[config.mk]
export PLATFORM = sky130hd
export DESIGN_NAME = ras_rollback_ctrl_flat
export DESIGN_NICKNAME = d
export VERILOG_FILES = /design/src/rtl/pqr5_core_pkg.sv /design/src/rtl/ras_rollback_ctrl_if.sv /design/src/rtl/ras_rollback_ctrl_snap_stage.sv /design/src/rtl/ras_rollback_ctrl.sv /design/src/flat_wrapper.sv
export SDC_FILE = /design/constraint.sdc
export NUM_CORES = 1
export LEC_CHECK = 0
export BUFFER_PORTS_ARGS = -buffer_cell sky130_fd_sc_hd__buf_2
export CAP_MARGIN = 10
export CORE_MARGIN = 2
export CORE_UTILIZATION = 30
export DETAILED_ROUTE_END_ITERATION = 16
export GPL_ROUTABILITY_DRIVEN = 0
export PLACE_DENSITY = 0.56
export SLEW_MARGIN = 10
export SYNTH_ARGS = -nofsm -noshare
export SYNTH_HDL_FRONTEND = slang
export SYNTH_SLANG_ARGS = --single-unit
[constraint.sdc]
create_clock -name clk -period 1.62 [get_ports clk]
set_clock_uncertainty 0.15 [all_clocks]
set_input_delay 0.081 -clock clk [delete_from_list [all_inputs] [get_ports clk]]
set_output_delay 0.081 -clock clk [all_outputs]
set_load 0.01 [all_outputs]
[src/rtl/pqr5_core_pkg.sv]
// rtl/pqr5_core_pkg.sv - shared types and constants for the RAS rollback controller
`ifndef RAS_DPT
`define RAS_DPT 8
`endif

package pqr5_core_pkg;

  localparam int RAS_PTRW  = $clog2(`RAS_DPT);
  localparam int RBK_CNT_W = 16;

  // One pipeline-stage record of return-address-stack state
  typedef struct packed {
    logic                valid;
    logic                is_call;
    logic                ret_taken;
    logic [RAS_PTRW-1:0] snap_ptr;
    logic                snap_full;
  } ras_snap_t;

  // Saturating increment: sticks at all-ones instead of wrapping
  function automatic logic [RBK_CNT_W-1:0] sat_inc(input logic [RBK_CNT_W-1:0] v);
    return (&v) ? v : v + RBK_CNT_W'(1);
  endfunction

endpackage

[src/rtl/ras_rollback_ctrl_if.sv]
// rtl/ras_rollback_ctrl_if.sv - rollback request bundle towards the call stack
interface ras_rollback_ctrl_if #(
  parameter int PTRW = 3
);
  import pqr5_core_pkg::*;

  logic                 rbk_en;
  logic [PTRW-1:0]      rbk_ptr;
  logic                 rbk_full;
  logic                 rbk_incr_ptr;
  logic [RBK_CNT_W-1:0] rbk_cnt;

  modport master (output rbk_en, output rbk_ptr, output rbk_full, output rbk_incr_ptr, output rbk_cnt);
  modport slave  (input  rbk_en, input  rbk_ptr, input  rbk_full, input  rbk_incr_ptr, input  rbk_cnt);
endinterface

[src/rtl/ras_rollback_ctrl_snap_stage.sv]
// rtl/ras_rollback_ctrl_snap_stage.sv - one stall/flush-able RAS snapshot pipeline register
module ras_snap_stage
  import pqr5_core_pkg::*;
(
  input  logic      clk,
  input  logic      aresetn,
  input  logic      i_en,
  input  logic      i_clr,
  input  ras_snap_t i_d,
  output ras_snap_t o_q
);

  ras_snap_t r_q;

  // Flush beats stall; an entry captured invalid never carries call/ret flags
  always_ff @(posedge clk or negedge aresetn) begin
    if (!aresetn) begin
      r_q <= '0;
    end else if (i_clr) begin
      r_q <= '0;
    end else if (i_en) begin
      r_q           <= i_d;
      r_q.is_call   <= i_d.valid & i_d.is_call;
      r_q.ret_taken <= i_d.valid & i_d.ret_taken;
    end
  end

  assign o_q = r_q;

endmodule

[src/rtl/ras_rollback_ctrl.sv]
// rtl/ras_rollback_ctrl.sv - tracks RAS snapshots through DU/EX and issues call-stack rollbacks
`ifndef RAS_DPT
`define RAS_DPT 8
`endif

module ras_rollback_ctrl
  import pqr5_core_pkg::*;
#(
  parameter  int ST_DPT  = `RAS_DPT,
  localparam int ST_PTRW = $clog2(ST_DPT)
) (
  input  logic                 clk,
  input  logic                 aresetn,
  input  logic                 i_stall,
  input  logic                 i_fu_valid,
  input  logic                 i_fu_is_call,
  input  logic                 i_fu_ret_taken,
  input  logic [ST_PTRW-1:0]   i_fu_snap_ptr,
  input  logic                 i_fu_snap_full,
  input  logic                 i_ras_flush,
  input  logic                 i_exu_flush,
  output logic                 o_is_call_fu,
  output logic                 o_is_call_du,
  output logic                 o_is_ret_taken_du,
  output logic                 o_rbk_en,
  output logic [ST_PTRW-1:0]   o_rbk_ptr,
  output logic                 o_rbk_full,
  output logic                 o_rbk_incr_ptr,
  output logic [RBK_CNT_W-1:0] o_rbk_cnt,
  ras_rollback_ctrl_if.master  m_rbk
);

  ras_snap_t            w_du_d;
  ras_snap_t            w_du_q;
  ras_snap_t            w_ex_q;
  logic                 w_stage_en;
  logic                 w_rbk_fire;
  logic                 w_unused_ex_ret;

  logic                 r_rbk_en;
  logic [ST_PTRW-1:0]   r_rbk_ptr;
  logic                 r_rbk_full;
  logic                 r_rbk_incr_ptr;
  logic [RBK_CNT_W-1:0] r_rbk_cnt;

  // A RAS flush kills the instruction leaving FU before it reaches DU
  assign w_du_d.valid     = i_fu_valid & ~i_ras_flush;
  assign w_du_d.is_call   = i_fu_is_call;
  assign w_du_d.ret_taken = i_fu_ret_taken;
  assign w_du_d.snap_ptr  = RAS_PTRW'(i_fu_snap_ptr);
  assign w_du_d.snap_full = i_fu_snap_full;

  assign w_stage_en = ~i_stall;

  ras_snap_stage u_du (
    .clk     (clk),
    .aresetn (aresetn),
    .i_en    (w_stage_en),
    .i_clr   (i_exu_flush),
    .i_d     (w_du_d),
    .o_q     (w_du_q)
  );

  ras_snap_stage u_ex (
    .clk     (clk),
    .aresetn (aresetn),
    .i_en    (w_stage_en),
    .i_clr   (i_exu_flush),
    .i_d     (w_du_q),
    .o_q     (w_ex_q)
  );

  // Only a live instruction in EX can be the source of a rollback
  assign w_rbk_fire      = i_exu_flush & w_ex_q.valid;
  assign w_unused_ex_ret = w_ex_q.ret_taken;

  // Register the rollback request; payload holds between pulses
  always_ff @(posedge clk or negedge aresetn) begin
    if (!aresetn) begin
      r_rbk_en       <= 1'b0;
      r_rbk_ptr      <= '0;
      r_rbk_full     <= 1'b0;
      r_rbk_incr_ptr <= 1'b0;
      r_rbk_cnt      <= '0;
    end else begin
      r_rbk_en <= w_rbk_fire;
      if (w_rbk_fire) begin
        r_rbk_ptr      <= ST_PTRW'(w_ex_q.snap_ptr);
        r_rbk_full     <= w_ex_q.snap_full;
        r_rbk_incr_ptr <= w_ex_q.is_call;
        r_rbk_cnt      <= sat_inc(r_rbk_cnt);
      end
    end
  end

  assign o_is_call_fu      = i_fu_valid & i_fu_is_call;
  assign o_is_call_du      = w_du_q.valid & w_du_q.is_call;
  assign o_is_ret_taken_du = w_du_q.valid & w_du_q.ret_taken;

  assign o_rbk_en       = r_rbk_en;
  assign o_rbk_ptr      = r_rbk_ptr;
  assign o_rbk_full     = r_rbk_full;
  assign o_rbk_incr_ptr = r_rbk_incr_ptr;
  assign o_rbk_cnt      = r_rbk_cnt;

  assign m_rbk.rbk_en       = r_rbk_en;
  assign m_rbk.rbk_ptr      = r_rbk_ptr;
  assign m_rbk.rbk_full     = r_rbk_full;
  assign m_rbk.rbk_incr_ptr = r_rbk_incr_ptr;
  assign m_rbk.rbk_cnt      = r_rbk_cnt;

endmodule

[src/flat_wrapper.sv]
// flat-port wrapper written by rule: the top's interface ports become plain ports
module ras_rollback_ctrl_flat import pqr5_core_pkg::*;
#(
  parameter  int ST_DPT  = `RAS_DPT,
  localparam int ST_PTRW = $clog2(ST_DPT)
)
  (clk, aresetn, i_stall, i_fu_valid, i_fu_is_call, i_fu_ret_taken, i_fu_snap_ptr, i_fu_snap_full, i_ras_flush, i_exu_flush, o_is_call_fu, o_is_call_du, o_is_ret_taken_du, o_rbk_en, o_rbk_ptr, o_rbk_full, o_rbk_incr_ptr, o_rbk_cnt, m_rbk_rbk_en, m_rbk_rbk_ptr, m_rbk_rbk_full, m_rbk_rbk_incr_ptr, m_rbk_rbk_cnt);
  ras_rollback_ctrl_if #(.PTRW(3)) m_rbk_i ();
  input  logic clk;
  input  logic aresetn;
  input  logic i_stall;
  input  logic i_fu_valid;
  input  logic i_fu_is_call;
  input  logic i_fu_ret_taken;
  input  logic [ST_PTRW-1:0] i_fu_snap_ptr;
  input  logic i_fu_snap_full;
  input  logic i_ras_flush;
  input  logic i_exu_flush;
  output logic o_is_call_fu;
  output logic o_is_call_du;
  output logic o_is_ret_taken_du;
  output logic o_rbk_en;
  output logic [ST_PTRW-1:0] o_rbk_ptr;
  output logic o_rbk_full;
  output logic o_rbk_incr_ptr;
  output logic [RBK_CNT_W-1:0] o_rbk_cnt;
  output wire logic [$bits(m_rbk_i.rbk_en)-1:0] m_rbk_rbk_en;
  output wire logic [$bits(m_rbk_i.rbk_ptr)-1:0] m_rbk_rbk_ptr;
  output wire logic [$bits(m_rbk_i.rbk_full)-1:0] m_rbk_rbk_full;
  output wire logic [$bits(m_rbk_i.rbk_incr_ptr)-1:0] m_rbk_rbk_incr_ptr;
  output wire logic [$bits(m_rbk_i.rbk_cnt)-1:0] m_rbk_rbk_cnt;
  assign m_rbk_rbk_en = m_rbk_i.rbk_en;
  assign m_rbk_rbk_ptr = m_rbk_i.rbk_ptr;
  assign m_rbk_rbk_full = m_rbk_i.rbk_full;
  assign m_rbk_rbk_incr_ptr = m_rbk_i.rbk_incr_ptr;
  assign m_rbk_rbk_cnt = m_rbk_i.rbk_cnt;
  ras_rollback_ctrl #(.ST_DPT(ST_DPT)) u_core (.clk(clk), .aresetn(aresetn), .i_stall(i_stall), .i_fu_valid(i_fu_valid), .i_fu_is_call(i_fu_is_call), .i_fu_ret_taken(i_fu_ret_taken), .i_fu_snap_ptr(i_fu_snap_ptr), .i_fu_snap_full(i_fu_snap_full), .i_ras_flush(i_ras_flush), .i_exu_flush(i_exu_flush), .o_is_call_fu(o_is_call_fu), .o_is_call_du(o_is_call_du), .o_is_ret_taken_du(o_is_ret_taken_du), .o_rbk_en(o_rbk_en), .o_rbk_ptr(o_rbk_ptr), .o_rbk_full(o_rbk_full), .o_rbk_incr_ptr(o_rbk_incr_ptr), .o_rbk_cnt(o_rbk_cnt), .m_rbk(m_rbk_i));
endmodule
# Yosys cells after proc, flatten, opt, wreduce, memory -nomap -nowiden
# Cells that the tools add are included.
[classes] n_reduce_logical=2 addsub=1 bitwise_logic=9 n_mux=4 n_eq_ne=1
[op_table] cell="2-to-1 mux 7 bit" count=4
[op_table] cell="adder 16 x 1 -> 16 bit, second input constant" count=1
[op_table] cell="AND reduction 16 bit" count=1
[op_table] cell="bitwise AND 1 bit" count=7
[op_table] cell="!= test 2 x 1 -> 1 bit, second input constant" count=1
[op_table] cell="inverter 1 bit" count=2
[op_table] cell="AND reduction 2 bit" count=1
[word_totals] register_bits=35 out_inout_bits=47 elab_cells=31 inputBits=12

# Logic depth before layout (Yosys ltp)
# Gate-level depths: netlist (run 1).
[depth] ltp_word=5 mapped_depth=6

# Cells and area by module
# Synthesis (run 1) repeated with hierarchy kept, for this count alone.
[unflattened] hier_cells=161 area_unflattened_um2=1825.5
[by_module_without_submodules] module="ras_rollback_ctrl" n_inst=1 cells_per_inst=113 area_per_inst_um2=1249.9
[by_module_without_submodules] module="ras_snap_stage" n_inst=2 cells_per_inst=24 area_per_inst_um2=287.8

# Worst setup path before layout (run 1)
# No wires, ideal clock.
[synth_path] path_type="register to register" startpoint="reg u_core.r_rbk_cnt[0], in the netlist u_core.m_rbk.rbk_cnt[0]" endpoint="reg u_core.r_rbk_cnt[1], in the netlist u_core.m_rbk.rbk_cnt[1]" required_ns=1.345 path_slack_ns=-0.200 stages_incl_launch_ff=6 arrival_ns=1.544 path_cell_list="dfrtp_1 > ha_1 > nand3_1 > nor4_4 > nor2_2 > mux2_4"
[synth_via] elab_chain_cells=3
[synth_rtl] element="start: declaration" line_no="ras_rollback_ctrl.sv:44" text="logic [RBK_CNT_W-1:0] r_rbk_cnt;"
[synth_rtl] element="start signal: assignment" line_no="ras_rollback_ctrl.sv:91" text="r_rbk_cnt <= sat_inc(r_rbk_cnt);"
[synth_rtl] element="parallel branches: the longest is 3 deep, another holds adder 16 x 1 -> 16 bit"
# Parallel ways; which one is timed is not known.
# A chain may end at the register's enable or synchronous reset.

# Worst setup path in the final report (run 1)
[layout_path] startpoint="reg u_core.r_rbk_cnt[1], in the netlist u_core.m_rbk.rbk_cnt[1]" endpoint="reg u_core.r_rbk_cnt[1], in the netlist u_core.m_rbk.rbk_cnt[1]"
# The elaborated chain is that of the path after synthesis.

==> reports/results.ini, run 1 <==
[outcome]
status=complete, but fails checks
violations=setup timing

[final_layout]
areaGrowthSynthToFinish_pct=35.4
fillers=580
nNetsFinal=256
stdcell_count=316
n_antenna_cell=0
multiInputGateArea_um2=748
design_area_um2=2390
seqCellArea_um2=890
drive_gt1_frac=0.492

[setup_path]
slowest_stage=dfrtp_2
crit_chain=ha_4 > nand3_4 > nor4_4 > nor2_2 > mux2_4
critPathLaunchType=flop
ff2ff_setup_slack_ns=-0.02
critPathMaxFanout=5
crit_family=simple AND/OR/NAND/NOR gates
cpPeakStageDelay_ns=0.38
path_buf_inv=0
cp.arrival_ns=1.66
r2r_end=u_core.m_rbk.rbk_cnt[1]$_DFFE_PN0P_
r2r_start=u_core.m_rbk.rbk_cnt[1]$_DFFE_PN0P_
crit_required_ns=1.64
critPathKind=flop to flop
cp.depth=5
reg2reg_depth=5
worstSetupEndpointType=flop

[sta]
fmax_mhz=609
fin_ws_ns=-0.0210
rsz0062_at_grt=yes
slew_headroom=0.580
setup_viol=1
tightest_slew_ns=0.630
period_needed_ns=1.64
finalCritPeriodShare=1.01
drv_slew=0
tns_ns=-0.0210
hold_viol_final=0

[run]
maxCapViolations=0

[global_routing]
antenna_found_initial=0
grt_pass1_wl_um=6370
grt_pass1_vias=1338
grt_max_degree=29
grt-ovfl-total=0
grt_usage=0.127

[die]
fp.dieW_um=80.7
die_area_um2=6510
start_util=0.315
die_h_um=80.7
ios=59
core_region_area_um2=5610
rows=27

[pwr]
p_leak_nw=1.33
intPower_mw=1.35
comb_power_share=0.149
ir_drop_uv=345
swShare=0.260
p_sw_uw=475
p_seq_frac=0.517
powerDensity_nw_per_um2=763
p_clk_frac=0.334

[route]
dr.pass1.iters=6
wl_per_cell_um=12.3
totalWireLength_um=3900
ant_nets=0
via_per_inst=4.48
vias=1416
drcViolationCount=0
drtIter0Drc=111

[placement]
dpl-instance-area_um2=2180
portBuffers=58
dpl.hpwl_um=2790
dp_worst_setup_slack_ns=0.00821
dp_cells=298

[synthesis]
synth_top_area_cell=dfrtp_1
synthTopCellsByArea=dfrtp_1 (50%), buf_4 (9.4%), mux2i_1 (6.2%)
post-synth-top-area-fraction=0.496
ys_seq_area_frac=0.496
ys_ff_latch=35
synthesis.nets=182
yosys.cell_types.count=32
synth_edf_count=0
ys_warn_count=0
synthCells=169
synth_flop_cell=dfrtp_1
syn_avg_cell_area_um2=10.4
syn_area_um2=1760
synth_async_sr_flop_share=1.00

[clocking]
clk_path_buf_depth=2
cts_inserted_buffers=5
tritoncts=yes
cts_max_level=2
clkLatencyLatePin_ns=0.28
clock_tree.root_cell=clkbuf_8
clk_pin_slew_ns=0.07
cts_sinks=35

[worst_hold_path]
hold_end=u_core.u_du.o_q[5]$_DFFE_PN0P_
hold_depth=3
hold_path_class=input port to flop
hold_path_startpoint=i_exu_flush

==> worst min-delay path, stage by stage <==
cell and delay [ns]:
buf_2 0.10, buf_4 0.19, nor2_1 0.06
==> power by group through the flow <==
stage               Sequential, mW  Clock (mW)  Combinational [mW]
CTS                          0.943       0.635               0.275
detailed placement           0.960           0               0.263
floorplan                    0.985           0               0.125
finish                       0.943       0.609               0.271
global placement             0.959           0               0.259
global route                 0.949       0.672               0.302
==> cells in the final DEF (no fill, tap or decap), types with 2 or more instances in the layout <==
cell type and instances:
clkbuf_8 5, nor3_2 2, nand4_4 2, and2_1 3, o21ai_0 4, nand3_1 6, mux2i_1 11, nor3_1 3
nor2_2 2, dfrtp_2 11, xor2_1 9, nand4_1 4, buf_2 58, nand2_1 20, dfrtp_1 24, nor4bb_1 2
nor2_1 20, a21oi_1 4, buf_4 29, dlygate4sd3_1 6
==> layer usage <==
metal	vias to the layer above	track usage	wire length, µm
met4	0	0.0356	39
met3	4	0.0303	201
met2	39	0.201	1910
met1	668	0.172	1740
met5	-	0	0
li1	705	-	-
==> synthesized netlist by cell type (2+ instances only) <==
cell	number
a21oi_1	4
and2_1	3
and4_1	2
buf_2	2
buf_4	22
clkbuf_1	2
dfrtp_1	35
mux2i_1	11
nand2_1	20
nand3_1	7
nand4_1	4
nor2_1	21
nor3_1	5
nor4bb_1	2
o21ai_0	4
xor2_1	9
==> registers in the layout (all words and copies together), names as in the netlist <==
register,cells
u_core.m_rbk.rbk_en,1
u_core.u_ex.o_q,6
u_core.m_rbk.rbk_ptr,3
u_core.m_rbk.rbk_incr_ptr,1
u_core.m_rbk.rbk_cnt,16
u_core.u_du.o_q,7
u_core.m_rbk.rbk_full,1
==> cell type report <==
cell class / count / area share
clock buffer: 6 / 0.0304
clock inverter: 2 / 0.00524
inverter: 2 / 0.00314
multi-input combinational: 106 / 0.313
sequential: 35 / 0.372
tap: 72 / 0.0377
timing repair buffer: 93 / 0.238
==> stage by stage <==
step / total power [mW] / utilization / hold WS (ns)
2_1_floorplan: 1.11 / - / -0.365
3_3_place_gp: 1.22 / 0.389 / -0.00995
3_5_place_dp: 1.22 / 0.389 / -0.00664
4_1_cts: 1.85 / 0.415 / 0.0274
5_1_grt: 1.92 / 0.426 / 0.0472
6_report: 1.82 / 0.426 / 0.0283
==> worst max path at each step <==
stage                                              start                                   end  slack (ns)
global placement     u_core.m_rbk.rbk_cnt[4]$_DFFE_PN0P_   u_core.m_rbk.rbk_cnt[1]$_DFFE_PN0P_        0.01
floorplan           u_core.m_rbk.rbk_cnt[15]$_DFFE_PN0P_   u_core.m_rbk.rbk_cnt[1]$_DFFE_PN0P_       0.007
CTS                  u_core.m_rbk.rbk_cnt[7]$_DFFE_PN0P_   u_core.m_rbk.rbk_cnt[1]$_DFFE_PN0P_       -0.02
finish               u_core.m_rbk.rbk_cnt[1]$_DFFE_PN0P_   u_core.m_rbk.rbk_cnt[1]$_DFFE_PN0P_       -0.02
global route         u_core.m_rbk.rbk_cnt[7]$_DFFE_PN0P_  u_core.m_rbk.rbk_cnt[15]$_DFFE_PN0P_        -0.1
detailed placement   u_core.m_rbk.rbk_cnt[6]$_DFFE_PN0P_   u_core.m_rbk.rbk_cnt[1]$_DFFE_PN0P_       0.008
==> cell families after synthesis <==
| logic type | synth area share |
|---|---|
| AND/OR/NAND/NOR | 0.224 |
| flip-flops | 0.496 |
| buffers and inverters | 0.108 |
| multiplexers | 0.0773 |
| XOR/XNOR | 0.0496 |
| AO/OA/AOI/OAI | 0.0376 |
| adder cells (fa/ha/maj) | 0.00709 |
==> timing repair <==
item	CTS	global route
buffers inserted	0	4
endpoints found under the hold margin	33	0
pin swaps	1	8
setup endpoints to repair	1	12
hold buffers	6	0
cloned	0	0
resized for setup	0	8
Power figures use the tool's default switching activity.
==> run 2: changes to the inputs <==
- MAX_ROUTING_LAYER: not set -> met4
==> reports/results.ini, run 2 (synthesized netlist as in run 1, its figures left out) <==
[worst_hold_path]
hold_end=u_core.u_du.o_q[5]$_DFFE_PN0P_
hold_path_class=input port to flop
hold_path_startpoint=i_exu_flush
hold_depth=3

[final_layout]
areaGrowthSynthToFinish_pct=35.8
nNetsFinal=257
mostFrequentLayoutCells=buf_2 (58), buf_4 (30), dfrtp_1 (24)
stdcell_count=317
drive_gt1_frac=0.494
final_common_cell=buf_2
n_antenna_cell=0
final_core_utilization=0.427
largest_reg_flops=16

[global_routing]
grt_pass1_vias=1338
grt_pass1_wl_um=6360
grt_usage=0.130
grt-ovfl-total=0
grt_max_degree=29
antenna_found_initial=0

[run]
maxCapViolations=0

[sta]
period_needed_ns=1.63
drv_slew=0
hold_viol_final=0
rsz0062_at_grt=yes
slew_headroom=0.580
tightest_slew_ns=0.631
fin_ws_ns=-0.0103
setup_viol=1
tns_ns=-0.0103
finalCritPeriodShare=1.01
fmax_mhz=613

[pwr]
p_leak_nw=1.33
ir_drop_uv=344
totalPowerFinal_mw=1.83
powerDensity_nw_per_um2=762

[setup_path]
path_buf_inv=0
slowest_stage=dfrtp_2
cp.arrival_ns=1.65
critPathKind=flop to flop
crit_chain=ha_4 > nand3_4 > nor4_4 > nor2_2 > mux2_4
crit_required_ns=1.64
critPathMaxFanout=5
reg2reg_depth=5
ff2ff_setup_slack_ns=-0.01
r2r_end=u_core.m_rbk.rbk_cnt[1]$_DFFE_PN0P_
worstSetupEndpointType=flop
crit_family=simple AND/OR/NAND/NOR gates
critPathLaunchType=flop
cpPeakStageDelay_ns=0.39
r2r_start=u_core.m_rbk.rbk_cnt[1]$_DFFE_PN0P_

[route]
via_per_inst=4.48
wl_per_cell_um=12.2
dr.pass1.iters=4
drcViolationCount=0
vias=1419
drtIter0Drc=105
ant_nets=0
totalWireLength_um=3860

[clocking]
clk_path_buf_depth=2
clock_tree.root_cell=clkbuf_8
clk_pin_slew_ns=0.07
cts_inserted_buffers=5
tritoncts=yes
clkLatencyLatePin_ns=0.28
cts_max_level=2
cts_sinks=35

[die]
rows=27
core_region_area_um2=5610
die_area_um2=6510
start_util=0.315
ios=59
die_h_um=80.7
fp.dieW_um=80.7

[placement]
dp_worst_setup_slack_ns=0.00821
dp_cells=298
dpl.hpwl_um=2790
portBuffers=58

[outcome]
status=complete, but fails checks
violations=setup timing

-- run 2: changes by cell type in the layout (fill, tap and decap cells not counted) --
cell   delta
buf_4     +1
-- run 2: per-layer routing --
metal	part of all wire	vias to the layer above	global-route usage
met1	0.44	665	0.171
met3	0.064	4	0.0303
met5	0	-	-
met4	0.010	0	0.0356
li1	-	706	-
met2	0.49	44	0.201
-- run 2: layout make-up --
type / count / area, µm²
fill: 575 / 3210
sequential: 35 / 890
multi-input combinational: 106 / 748
timing repair buffer: 94 / 576
tap: 72 / 90.1
clock buffer: 6 / 72.6
clock inverter: 2 / 12.5
inverter: 2 / 7.51
-- run 2: stage by stage --
step           area (µm²)  hold WS, ns
2_1_floorplan        1800       -0.365
3_5_place_dp         2180     -0.00664
6_report             2400       0.0290
4_1_cts              2330       0.0274
5_1_grt              2400       0.0472
3_3_place_gp         2180     -0.00995
-- run 2: power by group --
part           switching, mW  internal (mW)  total [mW]
combinational          0.136          0.135       0.270
clock                  0.313          0.300       0.613
sequential            0.0295          0.913       0.942
total                  0.478           1.35        1.83
-- run 2: how the worst max path moves through the flow --
stage / slack [ns] / cells after the start / start / end
finish: -0.01 / 5 / u_core.m_rbk.rbk_cnt[1]$_DFFE_PN0P_ / u_core.m_rbk.rbk_cnt[1]$_DFFE_PN0P_
global route: -0.08 / 5 / u_core.m_rbk.rbk_cnt[1]$_DFFE_PN0P_ / u_core.m_rbk.rbk_cnt[1]$_DFFE_PN0P_
CTS: -0.02 / 4 / u_core.m_rbk.rbk_cnt[7]$_DFFE_PN0P_ / u_core.m_rbk.rbk_cnt[1]$_DFFE_PN0P_
detailed placement: 0.008 / 4 / u_core.m_rbk.rbk_cnt[6]$_DFFE_PN0P_ / u_core.m_rbk.rbk_cnt[1]$_DFFE_PN0P_
global placement: 0.01 / 4 / u_core.m_rbk.rbk_cnt[4]$_DFFE_PN0P_ / u_core.m_rbk.rbk_cnt[1]$_DFFE_PN0P_
floorplan: 0.007 / 4 / u_core.m_rbk.rbk_cnt[15]$_DFFE_PN0P_ / u_core.m_rbk.rbk_cnt[1]$_DFFE_PN0P_
-- run 2: timing repair --
item	CTS	global route
pin swaps	1	6
hold endpoints to repair	33	0
setup buffers	0	5
gates resized for setup	0	8
endpoints found under the setup margin	1	12
hold buffers	6	0
-- run 2: worst reg2reg max path, cell delays in order (launching register included) --
cell and delay [ns]:
dfrtp_2 0.39, ha_4 0.17, nand3_4 0.08, nor4_4 0.35, nor2_2 0.08, mux2_4 0.30
